==> src/rtl/lcd_sched_pkg.sv <==
// rtl/lcd_sched_pkg.sv - shared state encoding and message codes for the LCD scheduler
package lcd_sched_pkg;

  localparam int MSG_W   = 3;
  localparam int SCORE_W = 8;

  typedef enum logic [1:0] {
    ST_IDLE      = 2'd0,
    ST_ISSUE     = 2'd1,
    ST_WAIT_DONE = 2'd2,
    ST_HOLD      = 2'd3
  } sched_state_t;

  typedef enum logic {
    GRANT_A = 1'b0,
    GRANT_B = 1'b1
  } grant_t;

  // Game message codes; 7 is reserved for the score screen
  localparam logic [MSG_W-1:0] MSG_WELCOME   = 3'd0;
  localparam logic [MSG_W-1:0] MSG_READY     = 3'd1;
  localparam logic [MSG_W-1:0] MSG_HIT       = 3'd2;
  localparam logic [MSG_W-1:0] MSG_MISS      = 3'd3;
  localparam logic [MSG_W-1:0] MSG_LEVEL_UP  = 3'd4;
  localparam logic [MSG_W-1:0] MSG_GAME_OVER = 3'd5;
  localparam logic [MSG_W-1:0] MSG_PAUSE     = 3'd6;
  localparam logic [MSG_W-1:0] MSG_SCORE     = 3'd7;

endpackage

==> src/rtl/lcd_msg_scheduler_if.sv <==
// rtl/lcd_msg_scheduler_if.sv - request and LCD-controller signals of the scheduler
interface lcd_msg_scheduler_if;
  import lcd_sched_pkg::*;

  logic               a_valid;
  logic [MSG_W-1:0]   a_code;
  logic               a_ready;
  logic               b_valid;
  logic [SCORE_W-1:0] b_score;
  logic               b_ready;
  logic [MSG_W-1:0]   lcd_msg;
  logic [SCORE_W-1:0] lcd_score;
  logic               lcd_start;
  logic               lcd_done;
  logic               busy;
  logic               timeout_err;

  modport master (
    output a_valid, a_code, b_valid, b_score, lcd_done,
    input  a_ready, b_ready, lcd_msg, lcd_score, lcd_start, busy, timeout_err
  );

  modport slave (
    input  a_valid, a_code, b_valid, b_score, lcd_done,
    output a_ready, b_ready, lcd_msg, lcd_score, lcd_start, busy, timeout_err
  );

endinterface

==> src/rtl/sched_timer.sv <==
// rtl/sched_timer.sv - loadable up-counter with clear and terminal compare
module sched_timer #(
  parameter int CNT_W = 25
) (
  input  logic             clk,
  input  logic             reset,
  input  logic             load,
  input  logic [CNT_W-1:0] load_term,
  input  logic             clr,
  input  logic             en,
  output logic             hit
);

  logic [CNT_W-1:0] count_q;
  logic [CNT_W-1:0] term_q;

  // Load restarts the interval from zero; the counter saturates instead of wrapping
  always_ff @(posedge clk or posedge reset) begin
    if (reset) begin
      count_q <= '0;
      term_q  <= '0;
    end else if (load) begin
      count_q <= '0;
      term_q  <= load_term;
    end else if (clr) begin
      count_q <= '0;
    end else if (en && (count_q != {CNT_W{1'b1}})) begin
      count_q <= count_q + 1'b1;
    end
  end

  assign hit = (count_q == term_q);

endmodule

==> src/rtl/lcd_msg_scheduler.sv <==
// rtl/lcd_msg_scheduler.sv - arbitrates game-event and score requests onto the shared LCD controller
module lcd_msg_scheduler
  import lcd_sched_pkg::*;
#(
  parameter int HOLD_CYCLES    = 25_000_000,
  parameter int TIMEOUT_CYCLES = 1_000_000,
  parameter int CNT_W          = 25
) (
  input  logic                clk,
  input  logic                reset,
  lcd_msg_scheduler_if.slave  bus
);

  localparam logic [CNT_W-1:0] TO_TERM   = CNT_W'(TIMEOUT_CYCLES - 1);
  localparam logic [CNT_W-1:0] HOLD_TERM = CNT_W'((HOLD_CYCLES > 0) ? HOLD_CYCLES - 1 : 0);

  sched_state_t       state_q, state_d;
  logic               a_full_q;
  logic [MSG_W-1:0]   a_code_q;
  logic               b_pend_q;
  logic [SCORE_W-1:0] b_score_q;
  grant_t             last_grant_q;
  logic [MSG_W-1:0]   lcd_msg_q;
  logic [SCORE_W-1:0] lcd_score_q;
  logic               timeout_err_q;

  logic               grant_a, grant_b;
  logic               tmr_load, tmr_clr, tmr_en, tmr_hit;
  logic [CNT_W-1:0]   tmr_term;
  logic               set_timeout;

  sched_timer #(.CNT_W(CNT_W)) u_timer (
    .clk       (clk),
    .reset     (reset),
    .load      (tmr_load),
    .load_term (tmr_term),
    .clr       (tmr_clr),
    .en        (tmr_en),
    .hit       (tmr_hit)
  );

  always_ff @(posedge clk or posedge reset) begin
    if (reset) state_q <= ST_IDLE;
    else       state_q <= state_d;
  end

  always_comb begin
    state_d     = state_q;
    grant_a     = 1'b0;
    grant_b     = 1'b0;
    tmr_load    = 1'b0;
    tmr_term    = TO_TERM;
    tmr_clr     = 1'b0;
    tmr_en      = 1'b0;
    set_timeout = 1'b0;
    case (state_q)
      ST_IDLE: begin
        tmr_clr = 1'b1;
        // A yields only when it won last time and B is waiting
        if (a_full_q && !(last_grant_q == GRANT_A && b_pend_q)) begin
          grant_a = 1'b1;
          state_d = ST_ISSUE;
        end else if (b_pend_q) begin
          grant_b = 1'b1;
          state_d = ST_ISSUE;
        end
      end
      ST_ISSUE: begin
        tmr_load = 1'b1;
        tmr_term = TO_TERM;
        state_d  = ST_WAIT_DONE;
      end
      ST_WAIT_DONE: begin
        tmr_en = 1'b1;
        // Done takes priority over a timeout landing in the same cycle
        if (bus.lcd_done) begin
          if (HOLD_CYCLES == 0) begin
            state_d = ST_IDLE;
          end else begin
            tmr_load = 1'b1;
            tmr_term = HOLD_TERM;
            state_d  = ST_HOLD;
          end
        end else if (tmr_hit) begin
          set_timeout = 1'b1;
          state_d     = ST_IDLE;
        end
      end
      ST_HOLD: begin
        tmr_en = 1'b1;
        if (tmr_hit) state_d = ST_IDLE;
      end
      default: state_d = ST_IDLE;
    endcase
  end

  always_ff @(posedge clk or posedge reset) begin
    if (reset) begin
      a_full_q      <= 1'b0;
      a_code_q      <= '0;
      b_pend_q      <= 1'b0;
      b_score_q     <= '0;
      last_grant_q  <= GRANT_B;
      lcd_msg_q     <= '0;
      lcd_score_q   <= '0;
      timeout_err_q <= 1'b0;
    end else begin
      if (grant_a) begin
        a_full_q <= 1'b0;
      end else if (bus.a_valid && !a_full_q) begin
        a_full_q <= 1'b1;
        a_code_q <= bus.a_code;
      end

      // A fresh score on the grant edge keeps B pending with the newer value
      if (bus.b_valid) begin
        b_pend_q  <= 1'b1;
        b_score_q <= bus.b_score;
      end else if (grant_b) begin
        b_pend_q <= 1'b0;
      end

      if (grant_a) begin
        lcd_msg_q    <= a_code_q;
        last_grant_q <= GRANT_A;
      end
      if (grant_b) begin
        lcd_msg_q    <= MSG_SCORE;
        lcd_score_q  <= b_score_q;
        last_grant_q <= GRANT_B;
      end

      if (set_timeout) timeout_err_q <= 1'b1;
    end
  end

  assign bus.a_ready     = ~a_full_q;
  assign bus.b_ready     = 1'b1;
  assign bus.lcd_msg     = lcd_msg_q;
  assign bus.lcd_score   = lcd_score_q;
  assign bus.lcd_start   = (state_q == ST_ISSUE);
  assign bus.busy        = (state_q != ST_IDLE);
  assign bus.timeout_err = timeout_err_q;

endmodule
==> src/flat_wrapper.sv <==
// flat-port wrapper written by rule: the top's interface ports become plain ports
module lcd_msg_scheduler_flat import lcd_sched_pkg::*;
#(
  parameter int HOLD_CYCLES    = 25_000_000,
  parameter int TIMEOUT_CYCLES = 1_000_000,
  parameter int CNT_W          = 25
)
  (clk, reset, bus_a_valid, bus_a_code, bus_b_valid, bus_b_score, bus_lcd_done, bus_a_ready, bus_b_ready, bus_lcd_msg, bus_lcd_score, bus_lcd_start, bus_busy, bus_timeout_err);
  lcd_msg_scheduler_if bus_i ();
  input  logic clk;
  input  logic reset;
  input wire logic [$bits(bus_i.a_valid)-1:0] bus_a_valid;
  input wire logic [$bits(bus_i.a_code)-1:0] bus_a_code;
  input wire logic [$bits(bus_i.b_valid)-1:0] bus_b_valid;
  input wire logic [$bits(bus_i.b_score)-1:0] bus_b_score;
  input wire logic [$bits(bus_i.lcd_done)-1:0] bus_lcd_done;
  output wire logic [$bits(bus_i.a_ready)-1:0] bus_a_ready;
  output wire logic [$bits(bus_i.b_ready)-1:0] bus_b_ready;
  output wire logic [$bits(bus_i.lcd_msg)-1:0] bus_lcd_msg;
  output wire logic [$bits(bus_i.lcd_score)-1:0] bus_lcd_score;
  output wire logic [$bits(bus_i.lcd_start)-1:0] bus_lcd_start;
  output wire logic [$bits(bus_i.busy)-1:0] bus_busy;
  output wire logic [$bits(bus_i.timeout_err)-1:0] bus_timeout_err;
  assign bus_i.a_valid = bus_a_valid;
  assign bus_i.a_code = bus_a_code;
  assign bus_i.b_valid = bus_b_valid;
  assign bus_i.b_score = bus_b_score;
  assign bus_i.lcd_done = bus_lcd_done;
  assign bus_a_ready = bus_i.a_ready;
  assign bus_b_ready = bus_i.b_ready;
  assign bus_lcd_msg = bus_i.lcd_msg;
  assign bus_lcd_score = bus_i.lcd_score;
  assign bus_lcd_start = bus_i.lcd_start;
  assign bus_busy = bus_i.busy;
  assign bus_timeout_err = bus_i.timeout_err;
  lcd_msg_scheduler #(.HOLD_CYCLES(HOLD_CYCLES), .TIMEOUT_CYCLES(TIMEOUT_CYCLES), .CNT_W(CNT_W)) u_core (.clk(clk), .reset(reset), .bus(bus_i));
endmodule
==> config.mk <==
export PLATFORM = sky130hd
export DESIGN_NAME = lcd_msg_scheduler_flat
export DESIGN_NICKNAME = d
export VERILOG_FILES = /design/src/rtl/lcd_sched_pkg.sv /design/src/rtl/lcd_msg_scheduler_if.sv /design/src/rtl/sched_timer.sv /design/src/rtl/lcd_msg_scheduler.sv /design/src/flat_wrapper.sv
export SDC_FILE = /design/constraint.sdc
export NUM_CORES = 1
export LEC_CHECK = 0
export CAP_MARGIN = 25
export CORE_MARGIN = 2
export CORE_UTILIZATION = 60
export CTS_BUF_LIST = sky130_fd_sc_hd__clkbuf_8
export CTS_CLUSTER_DIAMETER = 80
export DETAILED_ROUTE_END_ITERATION = 7
export GPL_TIMING_DRIVEN = 0
export PLACE_DENSITY = 0.82
export SYNTH_ARGS = -nofsm -noshare
export SYNTH_HDL_FRONTEND = slang
export SYNTH_HIERARCHICAL = 1
export SYNTH_SLANG_ARGS = --single-unit
==> constraint.sdc <==
create_clock -name clk -period 3.09 [get_ports clk]
set_clock_uncertainty 0.1 [all_clocks]
set_input_delay 0.927 -clock clk [delete_from_list [all_inputs] [get_ports clk]]
set_output_delay 0.927 -clock clk [all_outputs]
set_load 0.005 [all_outputs]
Word-level counts from Yosys, hierarchy flattened

Index checks and enable logic that the tools add are counted.

Bits in registers: 78
Logic and storage cells: 65

Add/subtract/negate cells: 1
Equal/unequal tests: 6
Muxes and demuxes: 30
Bitwise gates (word level): 3
Reductions and logical operators: 14

Operators with widths:

| cell                  | number |
|---|---|
| $mux 25               | 5 |
| $add 25x1->25 const B | 1 |
| $eq 25x25->1          | 1 |
| $ne 25x25->1 const B  | 1 |
| $mux 1                | 17 |
| $mux 2                | 4 |
| $pmux 2 s4            | 1 |
| $reduce_bool 2->1     | 4 |
| $mux 3                | 2 |
| $eq 2x2->1 const B    | 2 |
| $logic_and 1x1->1     | 4 |
| $ne 3x1->1 const B    | 1 |
| $not 1->1             | 3 |
| $reduce_bool 3->1     | 1 |
| $eq 2x1->1 const B    | 1 |
| $logic_not 1->1       | 2 |
| $logic_not 2->1       | 1 |
| $pmux 1 s2            | 1 |
| $reduce_and 2->1      | 1 |
| $reduce_or 2->1       | 1 |

Longest topological paths before layout

Word-level depth: 8
Depth in mapped cells: 9

Hierarchy

The synthesis kept the hierarchy.

Modules (own cells, without submodules):

| module            | instances | cells an instance | area an instance (sq um) | seq. area each (sq um) |
|---|---|---|---|---|
| sched_timer       | 1         | 236               | 2618.8                   | 1251.2 |
| lcd_msg_scheduler | 1         | 88                | 1197.4                   | 701.9 |

Worst setup path before layout

OpenSTA, ideal clock, no wires.

Kind: input port to flip-flop
Start: input bus_lcd_done
End: register u_core.u_timer.term_q[10]
Setup time: 0.125 ns
Data arrival time: 2.225 ns
Setup slack: 0.641 ns
Stages on the path: 5
Path buffers: 2
Path through: and2_1 > o21a_1 > clkbuf_1 > buf_1 > mux2_2

Longest elaborated chain between the ends: 2

Ends and longest elaborated chain:

| what                 | line                    | text |
|---|---|---|
| from (decl)          | flat_wrapper.sv:16      | `input wire logic [$bits(bus_i.lcd_done)-1:0] bus_lcd_done;` |
| $mux 1               | lcd_msg_scheduler.sv:76 | `if (bus.lcd_done) begin` |
| $pmux 1 s2           | lcd_msg_scheduler.sv:56 | `case (state_q)` |
| via u_core.tmr_load  | lcd_msg_scheduler.sv:28 | `logic tmr_load, tmr_clr, tmr_en, tmr_hit;` |
| to (signal assigned) | sched_timer.sv:24       | `term_q <= load_term;` |
| to (decl)            | sched_timer.sv:15       | `logic [CNT_W-1:0] term_q;` |

The timed path passes the listed nets, and every way through them passes these cells.
A chain may end at the register's enable or synchronous reset.

Worst setup path in the final report

Start: input bus_lcd_done
End: register u_core.u_timer.count_q[9]

Longest elaborated chain between the ends: 3

Ends and longest elaborated chain:

| what                                                          | line                    | text |
|---|---|---|
| $mux 1 (*)                                                    | lcd_msg_scheduler.sv:76 |  |
| $pmux 1 s2 (*)                                                | lcd_msg_scheduler.sv:56 |  |
| via u_core.tmr_load                                           | lcd_msg_scheduler.sv:28 |  |
| $reduce_bool 3->1 (no source line) or $mux 25 (tied branches) | n/a                     |  |
| to (signal assigned)                                          | sched_timer.sv:28       | `count_q <= count_q + 1'b1;` |
| to (decl)                                                     | sched_timer.sv:14       | `logic [CNT_W-1:0] count_q;` |

The timed path passes the listed nets; every way through them passes the cells marked *.

==> metrics.yaml <==
status: "finished clean"
yosys.area_share.adder_pct: 1.967
fp-row-count: 29
powerDensity_nw_per_um2: 833.2
ios: 32
hold_viol: 0
overflow: 0
post_cts_buffers: 0
drc_errors: 0
dieHeight_um: 83.75
cp_top_family: "buffers and inverters"
async_flop_share_pct: 100.0
first_pass_iters: 4
hold_class: "flop to flop"
tightest_slew_ns: 0.5286
synthMuxAreaShare_pct: 13.25
critPathMaxFanout: 10
antenna_left: 0
cpPeakStageDelay_ns: 0.52
grt_pass1_wl_um: 12800
multiInputGateArea_um2: 1814
vias: 2601
portBuffers: 29
nets: 402
clock_latency_ns: 0.35
grt_pass1_vias: 2637
cp.depth: 7
syn_area_um2: 3816
synth-edff-count: 0
cts_hold_buf: 0
slew_viol_final: 0
gp_congestion: 0.8641
max_freq_mhz: 343.1
arrival_ns: 3.04
core_um2: 6241
cts_tree: "done"
crit_path_start_kind: "primary input"
rsz0062_at_grt: "no"
path_buf_inv: 3
die_w_um: 83.75
cts_buffer_depth: 2
regArea_um2: 1953
placedCellCount: 446
yosysWarnings: 6
synth_compound_area_share_pct: 6.066
synth_seq_cells: 78
cts-root-buf: "clkbuf_8"
initial_core_util_pct: 61.15
syn_avg_cell_area_um2: 11.78
drtIter0Drc: 144
ctsResizeCount: 2
n_antenna_cell: 0
grt.busiest_layer: "met2"
max-cap-violations: 0
syn_to_final_growth_pct: 19.34
dp_hpwl_um: 5341
dp_slack_ns: -0.4899
cts_made_buffers: 9
layout_setup_ws_ns: 0.1756
whs_path_depth: 1
routed_wirelength_um: 7576
r2r_cells: 8
grt_use_total_pct: 23.28
yosys_most_used_dff: "dfrtp_1"
slew_headroom_pct: 64.76
synth_cells: 324
met3_usage_pct: 6.330
peakVddDrop_uv: 661.8
finalCritPeriodShare_pct: 94.32
fin_cells: 462
antenna_found_initial: 0
crit_type: "primary input to flop"
path_clk_slew_ns: 0.08
seq_area_frac_synth_pct: 51.18
cts.sinks: 78
wl_per_cell_um: 16.40
grtUsageMet2_pct: 37.75
synth-xor-area-share_pct: 10.56
setup_viol: 0
crit_chain: "clkdlybuf4s50_1 > and2_1 > o21a_1 > or2_2 > buf_1 > clkbuf_2 > nor2_1"
rrSetupSlack_ns: 0.58
leakagePower_nw: 1.947
drt-vias-per-instance: 5.630
gr-usage-met1_pct: 30.32
critical_path.slowest_cell: "clkdlybuf4s50_1"
synth_top_family_by_area: "simple AND/OR/NAND/NOR gates"
synth-simple-area-share_pct: 14.03
finalCriticalPeriod_ns: 2.914
die_area_um2: 7014
drive_above_1_share_pct: 22.60
fillCellCount: 444
grt_max_degree: 30
h-tree-depth: 3
worstPathRequired_ns: 3.21
yosysUniqueCellTypes: 46
end_kind: "flop"
[cells by family (layout without fill, tap and decap cells)]
group,count (synthesis),after routing
AOI/OAI and AO/OA,33,33
buffers and inverters,25,71
other,2,17
adders and majority gates,6,6
muxes,45,45
xor gates and xnor gates,46,46
DFF,78,78
and+or+nand+nor,89,89
[cell type report]
cell class	instances	area share (%)
Sequential cell	78	42.88
Multi-Input combinational cell	236	39.84
Timing Repair Buffer	31	7.418
Clock buffer	10	3.022
Clock inverter	6	2.445
Tap cell	77	2.115
Buffer	15	1.538
Inverter	9	0.7418
[where the power goes]
| group | leakage, nW | switching, mW | internal (mW) |
|---|---|---|---|
| Combinational | 0.847 | 0.592 | 0.738 |
| Sequential | 0.972 | 0.220 | 1.32 |
| Clock | 0.128 | 0.368 | 0.559 |
[Yosys cell counts, types with 2 or more instances]
| master | instances | area (um2) |
|---|---|---|
| clkbuf_1 | 7 | 26.28 |
| and4_1 | 5 | 43.79 |
| and2_1 | 2 | 12.51 |
| xnor2_1 | 31 | 271.5 |
| or2_2 | 3 | 18.77 |
| nor4_1 | 3 | 18.77 |
| ha_1 | 6 | 75.07 |
| nor2_1 | 23 | 86.33 |
| xor2_1 | 15 | 131.4 |
| o22a_1 | 3 | 26.28 |
| nor4_2 | 3 | 37.54 |
| and3_1 | 3 | 18.77 |
| a211oi_1 | 5 | 37.54 |
| inv_1 | 9 | 33.78 |
| buf_2 | 6 | 30.03 |
| nand4_1 | 10 | 62.56 |
| nor3_1 | 4 | 20.02 |
| mux2_2 | 44 | 495.5 |
| nand3_1 | 13 | 65.06 |
| a31oi_1 | 2 | 12.51 |
| nand2b_1 | 2 | 12.51 |
| buf_1 | 2 | 7.510 |
| dfrtp_1 | 77 | 1927 |
| a21oi_1 | 13 | 65.06 |
| o21a_1 | 3 | 22.52 |
| conb_1 | 2 | 7.510 |
| nand2_1 | 9 | 33.78 |
[per-stage QoR]
stage / area, um2 / utilization (%) / total power, mW / hold WS, ns / TNS (ns)
floorplan: 3872 / - / 2.422 / 0.3560 / 0
global placement: 4259 / 68.24 / 2.800 / 0.3671 / -15.11
detailed placement: 4279 / 68.56 / 2.860 / 0.3766 / -13.67
CTS: 4531 / 72.59 / 3.813 / 0.4060 / 0
global route: 4554 / 72.98 / 4.017 / 0.4160 / 0
finish: 4554 / 72.98 / 3.795 / 0.4027 / 0
[path summary, 6_finish.rpt]
kind / end / start
min reg2reg: u_core/bus.lcd_msg[0] / u_core/a_code_q[0]
max in group asynchronous: u_core/u_timer/term_q[19] / reset
min in group asynchronous: u_core/bus.lcd_score[6] / reset
min: u_core/bus.lcd_msg[0] / u_core/a_code_q[0]
max reg2reg: u_core/u_timer/count_q[9] / u_core/state_q[0]
max: u_core/u_timer/count_q[9] / bus_lcd_done
[sequential cells by signal, indices dropped and copies added, names as in the netlist]
register	flops
u_core/a_full_q	1
u_core/u_timer/term_q	25
u_core/a_code_q	3
u_core/bus.lcd_score	8
u_core/u_timer/count_q	25
u_core/b_pend_q	1
u_core/state_q	2
u_core/last_grant_q	1
u_core/bus.lcd_msg	3
u_core/bus.timeout_err	1
u_core/b_score_q	8
[routing by layer]
metal,vias up,wire length [um]
met3,11,296
met1,1304,3259
met2,61,3905
met5,-,0
met4,0,114
li1,1225,-
[cell usage in the layout, fill, tap and decap left out, types with 6 or more instances in the layout]
cell and instances:
a21oi_1 13, buf_2 6, clkbuf_8 10, clkdlybuf4s50_1 29, conb_1 17, dfrtp_1 77
ha_1 6, inv_1 9, mux2_2 44, nand2_1 9, nand3_1 13, nand4_1 10
nor2_1 23, xnor2_1 31, xor2_1 15
(Power assumes the default switching activity.)
==> patch 1, RTL diff (config.mk and constraints unchanged) <==
Set the package constant `SCORE_W` to 9 (it was 8).
--- a/src/rtl/lcd_sched_pkg.sv
+++ b/src/rtl/lcd_sched_pkg.sv
@@ -2,7 +2,7 @@
 package lcd_sched_pkg;
 
   localparam int MSG_W   = 3;
-  localparam int SCORE_W = 8;
+  localparam int SCORE_W = 9;
 
   typedef enum logic [1:0] {
     ST_IDLE      = 2'd0,
Ports: changed (resized bus_b_score and bus_lcd_score); port bits go from 32 to 34. No check against the original RTL was run, so the function may have changed too.
==> patch 1 against the unedited design <==
Via count rose by 2.1%; worst hold slack got worse by 19 ps; worst setup slack improved by 43 ps; sequential cell count up 2; power decreased by 3.0%; synthesized cell count is 1.2% higher; final area rose by 0.88%; non-clock buffer count increased by 2; die area grew 1.8%; area after synthesis grew 1.9%; routed wire length rose by 2.1%; critical path type unchanged; largest power group unchanged; highest routed layer unchanged.
==> patch 1: results (changes against the unedited design) <==
- Placed Cells: 453 (+1.6%)
- Root Driver: clkbuf_8
- Dpl hpwl: 5.61 mm (+5.1%)
- Via density: 5.69 (+0.98%)
- Yosys warns: 6 (unchanged)
- Gpl congestion: 0.849 (-1.8%)
- Setup Fix Bufs, Post-CTS: 0 (unchanged)
- Detailed Routing Iterations Pass 1: 4 (unchanged)
- Tot GR Track Use: 0.238 (+0.00508)
- Non-filler cells, final: 467 (+1.1%)
- VDD IR max: 513 uV (-22%)
- Synth Flop Type: dfrtp_1
- Top Family by Delay on Critical Path: buffers and inverters
- Filler instances: 457 (+2.9%)
- Final ANT Viol Nets: 0 (unchanged)
- Vias in the first global route: 2832 (+7.4%)
- Pin count of the biggest net entering global routing: 30 (unchanged)
- Regs by FF count: u_core/u_timer/count_q (25), u_core/u_timer/term_q (25)
- Worst min path class: flop to flop
- Cell Area, Placed: 0.00440 sq mm (+2.8%)
- Worst-Skew Late Latency: 340 ps
- Nets@finish: 409 (+1.7%)
- Clk buf depth: 2 (unchanged)
- Worst path arrival time: 3000 ps (-40 ps)
- Status: finished clean
- Syn_area_per_cell: 11.9 sq um (+0.66%)
- Post-synth cell types: 46 (unchanged)
- Ant. Diodes: 0 (unchanged)
- Clock transition at path regs: 80 ps (about the same)
- H-tree level count: 3 (unchanged)
- Synth top area cells: dfrtp_1 51%, mux2_2 13%, xnor2_1 7.0%, xor2_1 3.4%, nor2_1 2.2%
- Worst Path Max Fanout: 10 (unchanged)
- Async S/R FF share, synth: 1.00 (unchanged)
- IO Port Bufs: 31 (+6.9%)
- Initial antenna violation count: 0 (unchanged)
- Drt total wl: 7.73 mm (+2.1%)
- CP max stage delay: 530 ps
- Relative slew margins: 0.652 (+0.00411)
- Detailed Route Iter0 Violations: 129 (-10%)
- First-pass GRT wire length: 13.4 mm (+4.9%)
- Slowest-stage cell, CP: clkdlybuf4s50_1
- NetSw: 0.00120 W (+1.4%)
- Leak: 1.95 nW (+0.30%)
- Post-synthesis sequential area ratio: 0.515 (+0.00332)
- Layout cells sized above 1: 0.233 (+0.00736)
- Top cells by count, synth: 79 x dfrtp_1, 46 x mux2_2, 31 x xnor2_1, 23 x nor2_1, 15 x xor2_1
- Cts bufs inserted: 9 (unchanged)
## patch 1: final timing paths
kind | start | cells after the start | slack [ps] | to
worst max-delay path | bus_lcd_done | 7 | 220 | u_core/u_timer/count_q[19]
worst min-delay path | u_core/bus.timeout_err | 1 | 380 | u_core/bus.timeout_err
worst max register to register | u_core/state_q[0] | 8 | 650 | u_core/u_timer/count_q[19]
worst min register to register | u_core/bus.timeout_err | 1 | 380 | u_core/bus.timeout_err
max in group asynchronous | reset | 3 | 1510 | u_core/u_timer/term_q[22]
min in group asynchronous | reset | 2 | 790 | u_core/bus.lcd_score[8]
## patch 1: per-layer routing
layer  vias up  part of all wire  GRT usage
met5         -                 0          0
met4         0             0.023     0.0880
met3        20             0.047     0.0619
met2        71              0.49      0.385
met1      1318              0.44      0.311
li1       1246                 -          -
## patch 1: repair_timing
item,4_1_cts,5_1_grt
resized for setup,2,3
setup endpoints to repair,20,32
hold buffers,0,0
gates cloned,0,0
## patch 1: layout make-up
cell class | instances | area (sq um) | area share
multi-input combinational | 238 | 1840 | 0.400
inverter | 9 | 33.8 | 0.00735
sequential | 80 | 2000 | 0.436
clock buffer | 9 | 124 | 0.0270
buffer | 15 | 72.6 | 0.0158
timing repair buffer | 33 | 358 | 0.0779
tap | 77 | 96.3 | 0.0210
clock inverter | 6 | 70.1 | 0.0153
## patch 1: power by group through the flow
stage | combinational (W) | clock (W) | sequential (W)
2_1_floorplan | 0.000931 | 0 | 0.00154
5_1_grt | 0.00147 | 0.000819 | 0.00161
6_report | 0.00135 | 0.000755 | 0.00157
3_5_place_dp | 0.00134 | 0 | 0.00159
4_1_cts | 0.00137 | 0.000771 | 0.00158
3_3_place_gp | 0.00129 | 0 | 0.00157
## patch 1: logic make-up after synthesis
kind of cell | after synthesis | synth area share
buffers and inverters | 25 | 0.0270
flip-flops | 80 | 0.515
AND/OR/NAND/NOR | 89 | 0.138
multiplexers | 47 | 0.136
AO/OA/AOI/OAI | 33 | 0.0595
adder cells (fa/ha/maj) | 6 | 0.0193
XOR/XNOR | 46 | 0.104
other | 2 | 0.00193
## patch 1: per-stage QoR
step	setup TNS (ps)	hold slack, ps	util	setup slack (ps)
finish	0	383	0.728	219
global route	0	427	0.728	114
CTS	0	389	0.728	43.9
detailed placement	-11390	361	0.697	-391
global placement	-16440	367	0.689	-349
floorplan	0	368	-	641
==> patch 2, RTL diff (same flow settings) <==
Made on the original files. Make the reset (`reset`) synchronous in 3 clocked blocks.
--- a/src/rtl/sched_timer.sv
+++ b/src/rtl/sched_timer.sv
@@ -15,7 +15,7 @@
   logic [CNT_W-1:0] term_q;
 
   // Load restarts the interval from zero; the counter saturates instead of wrapping
-  always_ff @(posedge clk or posedge reset) begin
+  always_ff @(posedge clk) begin
     if (reset) begin
       count_q <= '0;
       term_q  <= '0;
--- a/src/rtl/lcd_msg_scheduler.sv
+++ b/src/rtl/lcd_msg_scheduler.sv
@@ -39,7 +39,7 @@
     .hit       (tmr_hit)
   );
 
-  always_ff @(posedge clk or posedge reset) begin
+  always_ff @(posedge clk) begin
     if (reset) state_q <= ST_IDLE;
     else       state_q <= state_d;
   end
@@ -94,7 +94,7 @@
     endcase
   end
 
-  always_ff @(posedge clk or posedge reset) begin
+  always_ff @(posedge clk) begin
     if (reset) begin
       a_full_q      <= 1'b0;
       a_code_q      <= '0;
Check against the original RTL: differs if reset is asserted again (counterexample within 4 cycles, from zero or initial values and one cycle with reset high); with reset held inactive, the same outputs for 10 cycles.
==> patch 2 against the unedited design <==
Worst setup slack worse by 45 ps; sequential cell count unchanged; final area down 5.2%; register-to-register slack worse by 190 ps; utilization up 0.37 points; first-iteration DRC count up 33%; area after synthesis down 4.5%; largest cell class is now multi-input combinational cells; routed wire length up 8.1%.
Power is not compared: it rests on default switching activity, and its combinational part moved more than twofold at a synthesized area within 25%.
==> patch 2: results (changes against the unedited design) <==
- Async S/R FF share, synth: 0 (-1.00)
- Worst path arrival time: 3150 ps (+110 ps)
- Synth top area cells: dfxtp_1 43%, mux2i_1 11%, nor2_1 4.9%, xnor2_1 4.3%, a21oi_1 3.7%
- Drt total wl: 8.19 mm (+8.1%)
- Filler instances: 451 (+1.6%)
- Pin count of the biggest net entering global routing: 13 (-57%)
- Final Hold Slack: 366 ps (-36.7 ps)
- Nonclk buf count: 50 (+8.7%)
- First-pass GRT wire length: 13.4 mm (+4.6%)
- Non-clk buf share: 0.0954 (+0.00580)
- Clock-cell share: 0.0548 (+0.000112)
- Status: finished clean
- Hold path cells: 2 (+1)
- Syn_area_per_cell: 9.04 sq um (-23%)
- FF/Latch Area: 0.00156 sq mm (-20%)
- M1 wire length: 3.46 mm (+6.2%)
- Placed Cells: 521 (+17%)
- Synth Flop Type: dfxtp_1
- Overall Power: 0.00245 W
- Via Count: 3100 (+19%)
- Met2 usage: 0.469 (+0.0917)
- Top cells by count, synth: 78 x dfxtp_1, 48 x nor2_1, 40 x mux2i_1, 27 x a21oi_1, 20 x nand2_1
- Multi-input gate share of total cell area: 0.458 (+0.0593)
- Relative slew margins: 0.606 (-0.0419)
- Global Route met1 Usage: 0.303 (about the same)
- Inverter count: 10 (+1)
- Post-synthesis sequential area ratio: 0.429 (-0.0832)
- R2r setup slk: 390 ps (-190 ps)
- Slowest-stage cell, CP: or4_1
- Critical Path End: u_core/u_timer/count_q[10]
- Worst Min Path Start: u_core/b_score_q[4]
- Dpl hpwl: 5.86 mm (+9.8%)
## patch 2: cell count changes in the layout (fill, tap and decap cells not counted), moves of 11 or more
cell,unedited run,this run
o21ai_0,0,11
nand2_1,9,20
or4_1,0,12
mux2_2,44,0
xnor2_1,31,18
dfrtp_1,77,0
dfxtp_1,0,78
mux2i_1,1,40
a21oi_1,13,27
nor2_1,23,48
## patch 2: per-stage QoR
stage          setup slack, ps  area (sq um)
6_report                   130          4320
5_1_grt                   13.5          4320
4_1_cts                   62.4          4310
3_5_place_dp              -439          4070
3_3_place_gp              -401          4070
2_1_floorplan              430          3700
## patch 2: cell families (layout without fill, tap and decap cells)
kind of cell | count (synthesis) | after routing | share of synthesized area
and+or+nand+nor | 151 | 151 | 0.218
DFF | 78 | 78 | 0.429
AOI/OAI and AO/OA | 65 | 65 | 0.107
muxes | 40 | 40 | 0.110
buffers and inverters | 33 | 75 | 0.0460
xor gates and xnor gates | 28 | 28 | 0.0673
adders and majority gates | 6 | 6 | 0.0206
other | 2 | 17 | 0.00206
